**src/rtl/mem_addr_mux_pkg.sv**
```systemverilog
// Shared dual-rail codewords, output-state enum and rail-pair classification helpers
// for the memory address bit multiplexer.
package mem_addr_mux_pkg;

    localparam logic [1:0] DR_NULL    = 2'b00;
    localparam logic [1:0] DR_D0      = 2'b01;
    localparam logic [1:0] DR_D1      = 2'b10;
    localparam logic [1:0] DR_ILLEGAL = 2'b11;

    typedef enum logic {
        NULL_OUT = 1'b0,
        DATA_OUT = 1'b1
    } out_state_e;

    function automatic logic is_null(input logic [1:0] rails);
        return rails == DR_NULL;
    endfunction

    function automatic logic is_data(input logic [1:0] rails);
        return (rails == DR_D0) || (rails == DR_D1);
    endfunction

    function automatic logic is_illegal(input logic [1:0] rails);
        return rails == DR_ILLEGAL;
    endfunction

    function automatic logic [1:0] dr_encode(input logic bit_val);
        return bit_val ? DR_D1 : DR_D0;
    endfunction

endpackage

```
**src/rtl/mem_addr_mux_dr_complete.sv**
```systemverilog
// Wavefront classifier for the four dual-rail inputs: complete DATA, complete NULL,
// or any input carrying the illegal 11 codeword.
module dr_complete
    import mem_addr_mux_pkg::*;
(
    input  logic [1:0] ph0_i,
    input  logic [1:0] mi_i,
    input  logic [1:0] sa_i,
    input  logic [1:0] ia_i,
    output logic       all_data_o,
    output logic       all_null_o,
    output logic       any_illegal_o
);

    always_comb begin
        all_data_o    = is_data(ph0_i) && is_data(mi_i) && is_data(sa_i) && is_data(ia_i);
        all_null_o    = is_null(ph0_i) && is_null(mi_i) && is_null(sa_i) && is_null(ia_i);
        any_illegal_o = is_illegal(ph0_i) || is_illegal(mi_i)
                     || is_illegal(sa_i)  || is_illegal(ia_i);
    end

endmodule

```
**src/rtl/mem_addr_mux.sv**
```systemverilog
// Dual-rail address bit select: Ad = (!PH0 && Mi) ? SA : IA, registered with
// DATA/NULL hysteresis and a one-cycle-late illegal-codeword flag.
module mem_addr_mux
    import mem_addr_mux_pkg::*;
(
    input  logic clk,
    input  logic rst,
    input  logic PH0_t,
    input  logic PH0_f,
    input  logic Mi_t,
    input  logic Mi_f,
    input  logic SA_t,
    input  logic SA_f,
    input  logic IA_t,
    input  logic IA_f,
    output logic Ad_t,
    output logic Ad_f,
    output logic ko,
    output logic err
);

    logic [1:0] ph0_rails;
    logic [1:0] mi_rails;
    logic [1:0] sa_rails;
    logic [1:0] ia_rails;

    logic       all_data;
    logic       all_null;
    logic       any_illegal;
    logic       sel_bit;

    out_state_e state_q;
    logic [1:0] ad_q;
    logic       err_q;

    assign ph0_rails = {PH0_t, PH0_f};
    assign mi_rails  = {Mi_t, Mi_f};
    assign sa_rails  = {SA_t, SA_f};
    assign ia_rails  = {IA_t, IA_f};

    dr_complete u_complete (
        .ph0_i         (ph0_rails),
        .mi_i          (mi_rails),
        .sa_i          (sa_rails),
        .ia_i          (ia_rails),
        .all_data_o    (all_data),
        .all_null_o    (all_null),
        .any_illegal_o (any_illegal)
    );

    // Only meaningful when all_data is set; the true rail carries the bit value.
    always_comb begin
        sel_bit = (!PH0_t && Mi_t) ? SA_t : IA_t;
    end

    always_ff @(posedge clk or posedge rst) begin
        if (rst) begin
            state_q <= NULL_OUT;
            ad_q    <= DR_NULL;
            err_q   <= 1'b0;
        end else begin
            err_q <= any_illegal;
            // An illegal codeword freezes the state; otherwise only complete wavefronts move it.
            if (!any_illegal) begin
                case (state_q)
                    NULL_OUT: begin
                        if (all_data) begin
                            state_q <= DATA_OUT;
                            ad_q    <= dr_encode(sel_bit);
                        end
                    end
                    DATA_OUT: begin
                        if (all_null) begin
                            state_q <= NULL_OUT;
                            ad_q    <= DR_NULL;
                        end
                    end
                    default: begin
                        state_q <= NULL_OUT;
                        ad_q    <= DR_NULL;
                    end
                endcase
            end
        end
    end

    assign Ad_t = ad_q[1];
    assign Ad_f = ad_q[0];
    assign ko   = ~(ad_q[1] | ad_q[0]);
    assign err  = err_q;

endmodule

```
**config.mk**
```make
export PLATFORM = sky130hd
export DESIGN_NAME = mem_addr_mux
export DESIGN_NICKNAME = d
export VERILOG_FILES = /design/src/rtl/mem_addr_mux_pkg.sv /design/src/rtl/mem_addr_mux_dr_complete.sv /design/src/rtl/mem_addr_mux.sv
export SDC_FILE = /design/constraint.sdc
export NUM_CORES = 1
export LEC_CHECK = 0
export ABC_AREA = 1
export BUFFER_PORTS_ARGS = -buffer_cell sky130_fd_sc_hd__buf_2
export CAP_MARGIN = 20
export CELL_PAD_IN_SITES_DETAIL_PLACEMENT = 0
export CELL_PAD_IN_SITES_GLOBAL_PLACEMENT = 1
export CORE_AREA = 2 2 39 41
export DETAILED_ROUTE_END_ITERATION = 8
export DIE_AREA = 0 0 41 43
export GPL_TIMING_DRIVEN = 0
export PLACE_DENSITY_LB_ADDON = 0.1
export SLEW_MARGIN = 20
export SYNTH_ARGS = -nofsm -noshare
export SYNTH_HDL_FRONTEND = slang
export SYNTH_SLANG_ARGS = --single-unit
```
**constraint.sdc**
```tcl
create_clock -name clk -period 1.15 [get_ports clk]
set_input_delay 0.23 -clock clk [delete_from_list [all_inputs] [get_ports clk]]
set_output_delay 0.23 -clock clk [all_outputs]
set_load 0.005 [all_outputs]
```
==> metrics.csv <==
metric,value,unit
status,"finished, final reports clean",
maximum vdd ir drop,310.9,uV
die area,1763,um2
"Arr. time, crit path",0.83,ns
PwrDens,999.2,nW/um2
FMAX,944.7,MHz
global routing usage on met2,16.25,%
largest stage delay on the critical path,0.39,ns
Post-synth EDFFs,0,
core area,1384,um2
"Top FF cell, synth",dfrtp_1,
area fraction of the dominant cell type after synthesis,25.00,%
GRT met1 Usage,12.42,%
Max Transition Viols Final,0,
Root Driver,clkbuf_4,
CTS buffer count,3,
asr flop ratio synth,100.0,%
Final Cycle Share,92.05,%
Yosys warnings,0,
slew margin rel.,85.32,%
sequential cell fraction of total power,35.8,%
CTS tree,yes,
Crit-path slowest cell,dfrtp_1,
net count after synthesis,71,
HP Class,input pin to flop,
Synth area leader,dfrtp_1,
Final setup viols,0,
#FFs+latches synth,4,
most common cell in the netlist,nand2_1,
crit path time final,1.059,ns
pin count of the biggest net entering global routing,7,
Clock Path Buffers,2,
Critical Path Source Type,flop,
Post-Syn Area per Cell,7.554,um2
Vias/cell,3.953,
Switching Share,31.98,%
first-pass GRT wire length,1262,um
Placed Area,485.5,um2
register area share after synthesis,25.00,%
met3 usage,1.571,%
"top cells by count, synth","nand2_1, inv_1, ha_1",
slew at the pin closest to its max-slew limit,0.2191,ns
Setup CP Type,flop to output port,
"CTS clk-pin slew, worst paths",0.04,ns
WP buf/inv,1,
maxcap violations,0,
clock network fraction of total power,33.1,%
# IOs,14,
share of layout cells above drive strength 1,35.71,%
Int Power,352.1,uW
clock sink total,4,
Stages on worst setup path,2,
ANT cells,0,
Chip Width,41,um
Post-CTS Setup Inserts,0,
Avg WL per Cell,8.244,um
Residual DRC,0,
initial antenna violation count,0,
Critical Path End Type,output port,
combinational share of power,31.1,%
post-synth cell types,14,
row cnt,14,
Hold Fails Final Rpt,0,
Die Height,43,um
H-tree Lvls,1,
WHS Path Cells,4,
nets,90,
Initial Utilization,28.93,%
DP HPWL,632,um
most area-consuming cells after synthesis,"dfrtp_1, ha_1, nand2_1",
RSZ-0062 raised after global routing,false,
Worst R2R Path Depth,3,
NetSw,165.5,uW
total number of vias,340,
Place WS,-0.1123,ns
"Worst Setup Slack, final",0.09142,ns
Total Routed Length,709,um
post-route design area,518.0,um2
Syn Inst Count,53,
DRT Pass-1 Iters,1,
CP Max Fanout,3,
worst path required time,0.92,ns
DR iter-0 viols,0,
LEAKAGE,0.3156,nW
port bufs,13,
Final Skew,0.004638,ns
Routed Antenna Nets,0,
Synth Cell Area,400.4,um2
clock latency on the worst-skew pair,0.23,ns
P&R area growth vs syn,29.38,%
total congestion overflow,0,
vias in the first global route,325,
worst path cell trace,nor2_1 -> buf_2,
gr busiest metal,met2,
"CP delay by family, top",flip-flops,
GRT Resource Usage Total,10.91,%
Placer Congestion,0.6268,
[logic make-up after synthesis]
| group | synth area share, % |
|---|---|
| simple gates | 33.44 |
| buf+inv | 14.06 |
| fa+ha+maj | 25.00 |
| flops | 25.00 |
| compound gates | 2.500 |
[power by group through the flow]
| stage | sequential, mW | combinational, mW | clock [mW] |
|---|---|---|---|
| after floorplan | 0.184 | 0.104 | 0 |
| after global placement | 0.186 | 0.160 | 0 |
| after detailed placement | 0.187 | 0.161 | 0 |
| after CTS | 0.185 | 0.165 | 0.183 |
| after global routing | 0.189 | 0.192 | 0.199 |
| final | 0.185 | 0.161 | 0.171 |
[cell type report]
cell class,count,area [um2]
Clock buffer,3,22.52
Tap cell,16,20.02
Sequential cell,4,100.1
Multi-Input combinational cell,34,244.0
Timing Repair Buffer,14,75.07
Fill cell,152,865.8
Inverter,15,56.30
[timing repair]
action	4_1_cts	5_1_grt
hold buffers	1	0
hold endpoints to repair	4	0
gates resized for setup	0	0
[flip-flops by register name, summed over array words and instances (netlist names)]
name     flops
ad_q         2
err          1
state_q      1
[per-layer routing]
layer | part of all wire [%] | up-vias
met1 | 42 | 138
met4 | 0 | 0
met2 | 53 | 11
met3 | 4.7 | 0
li1 | - | 191
met5 | 0 | -
[tightest hold or removal path, delay by kind of cell]
family        cells  cell delay, ns
buf+inv           1            0.10
simple gates      3            0.20
[layout by cell type (no fill, tap or decap), drive strengths merged]
master | Yosys | final
dlygate4sd3 | 0 | 1
nand2 | 14 | 14
nand4 | 1 | 1
buf | 0 | 13
nor2 | 5 | 5
dfrtp | 4 | 4
nand3 | 3 | 3
ha | 8 | 8
inv | 15 | 15
o21ai | 2 | 2
clkbuf | 0 | 3
nor3 | 1 | 1
[per-stage QoR]
| stage | std cells | total power [mW] | utilization [%] | hold slack [ns] | setup TNS, ns |
|---|---|---|---|---|---|
| 6_report | 86 | 0.5176 | 37.43 | 0.3497 | 0 |
| 5_1_grt | 86 | 0.5803 | 37.43 | 0.3782 | 0 |
| 4_1_cts | 86 | 0.5332 | 37.43 | 0.3539 | 0 |
| 3_5_place_dp | 82 | 0.3480 | 35.08 | 0.1190 | -0.2679 |
| 3_3_place_gp | 82 | 0.3468 | 35.08 | 0.1148 | -0.2042 |
| 2_1_floorplan | 53 | 0.2878 | - | -0.003918 | 0 |
[path summary, 6_finish.rpt]
check	startpoint	end	slack [ns]
min in group asynchronous	rst	ad_q[1]	0.42
min reg2reg	ad_q[0]	ad_q[0]	0.49
max in group asynchronous	rst	err	0.57
max	ad_q[1]	ko	0.09
max reg2reg	state_q	ad_q[0]	0.21
min	IA_t	ad_q[0]	0.35
Note: power is estimated with default switching activity, not from simulation.
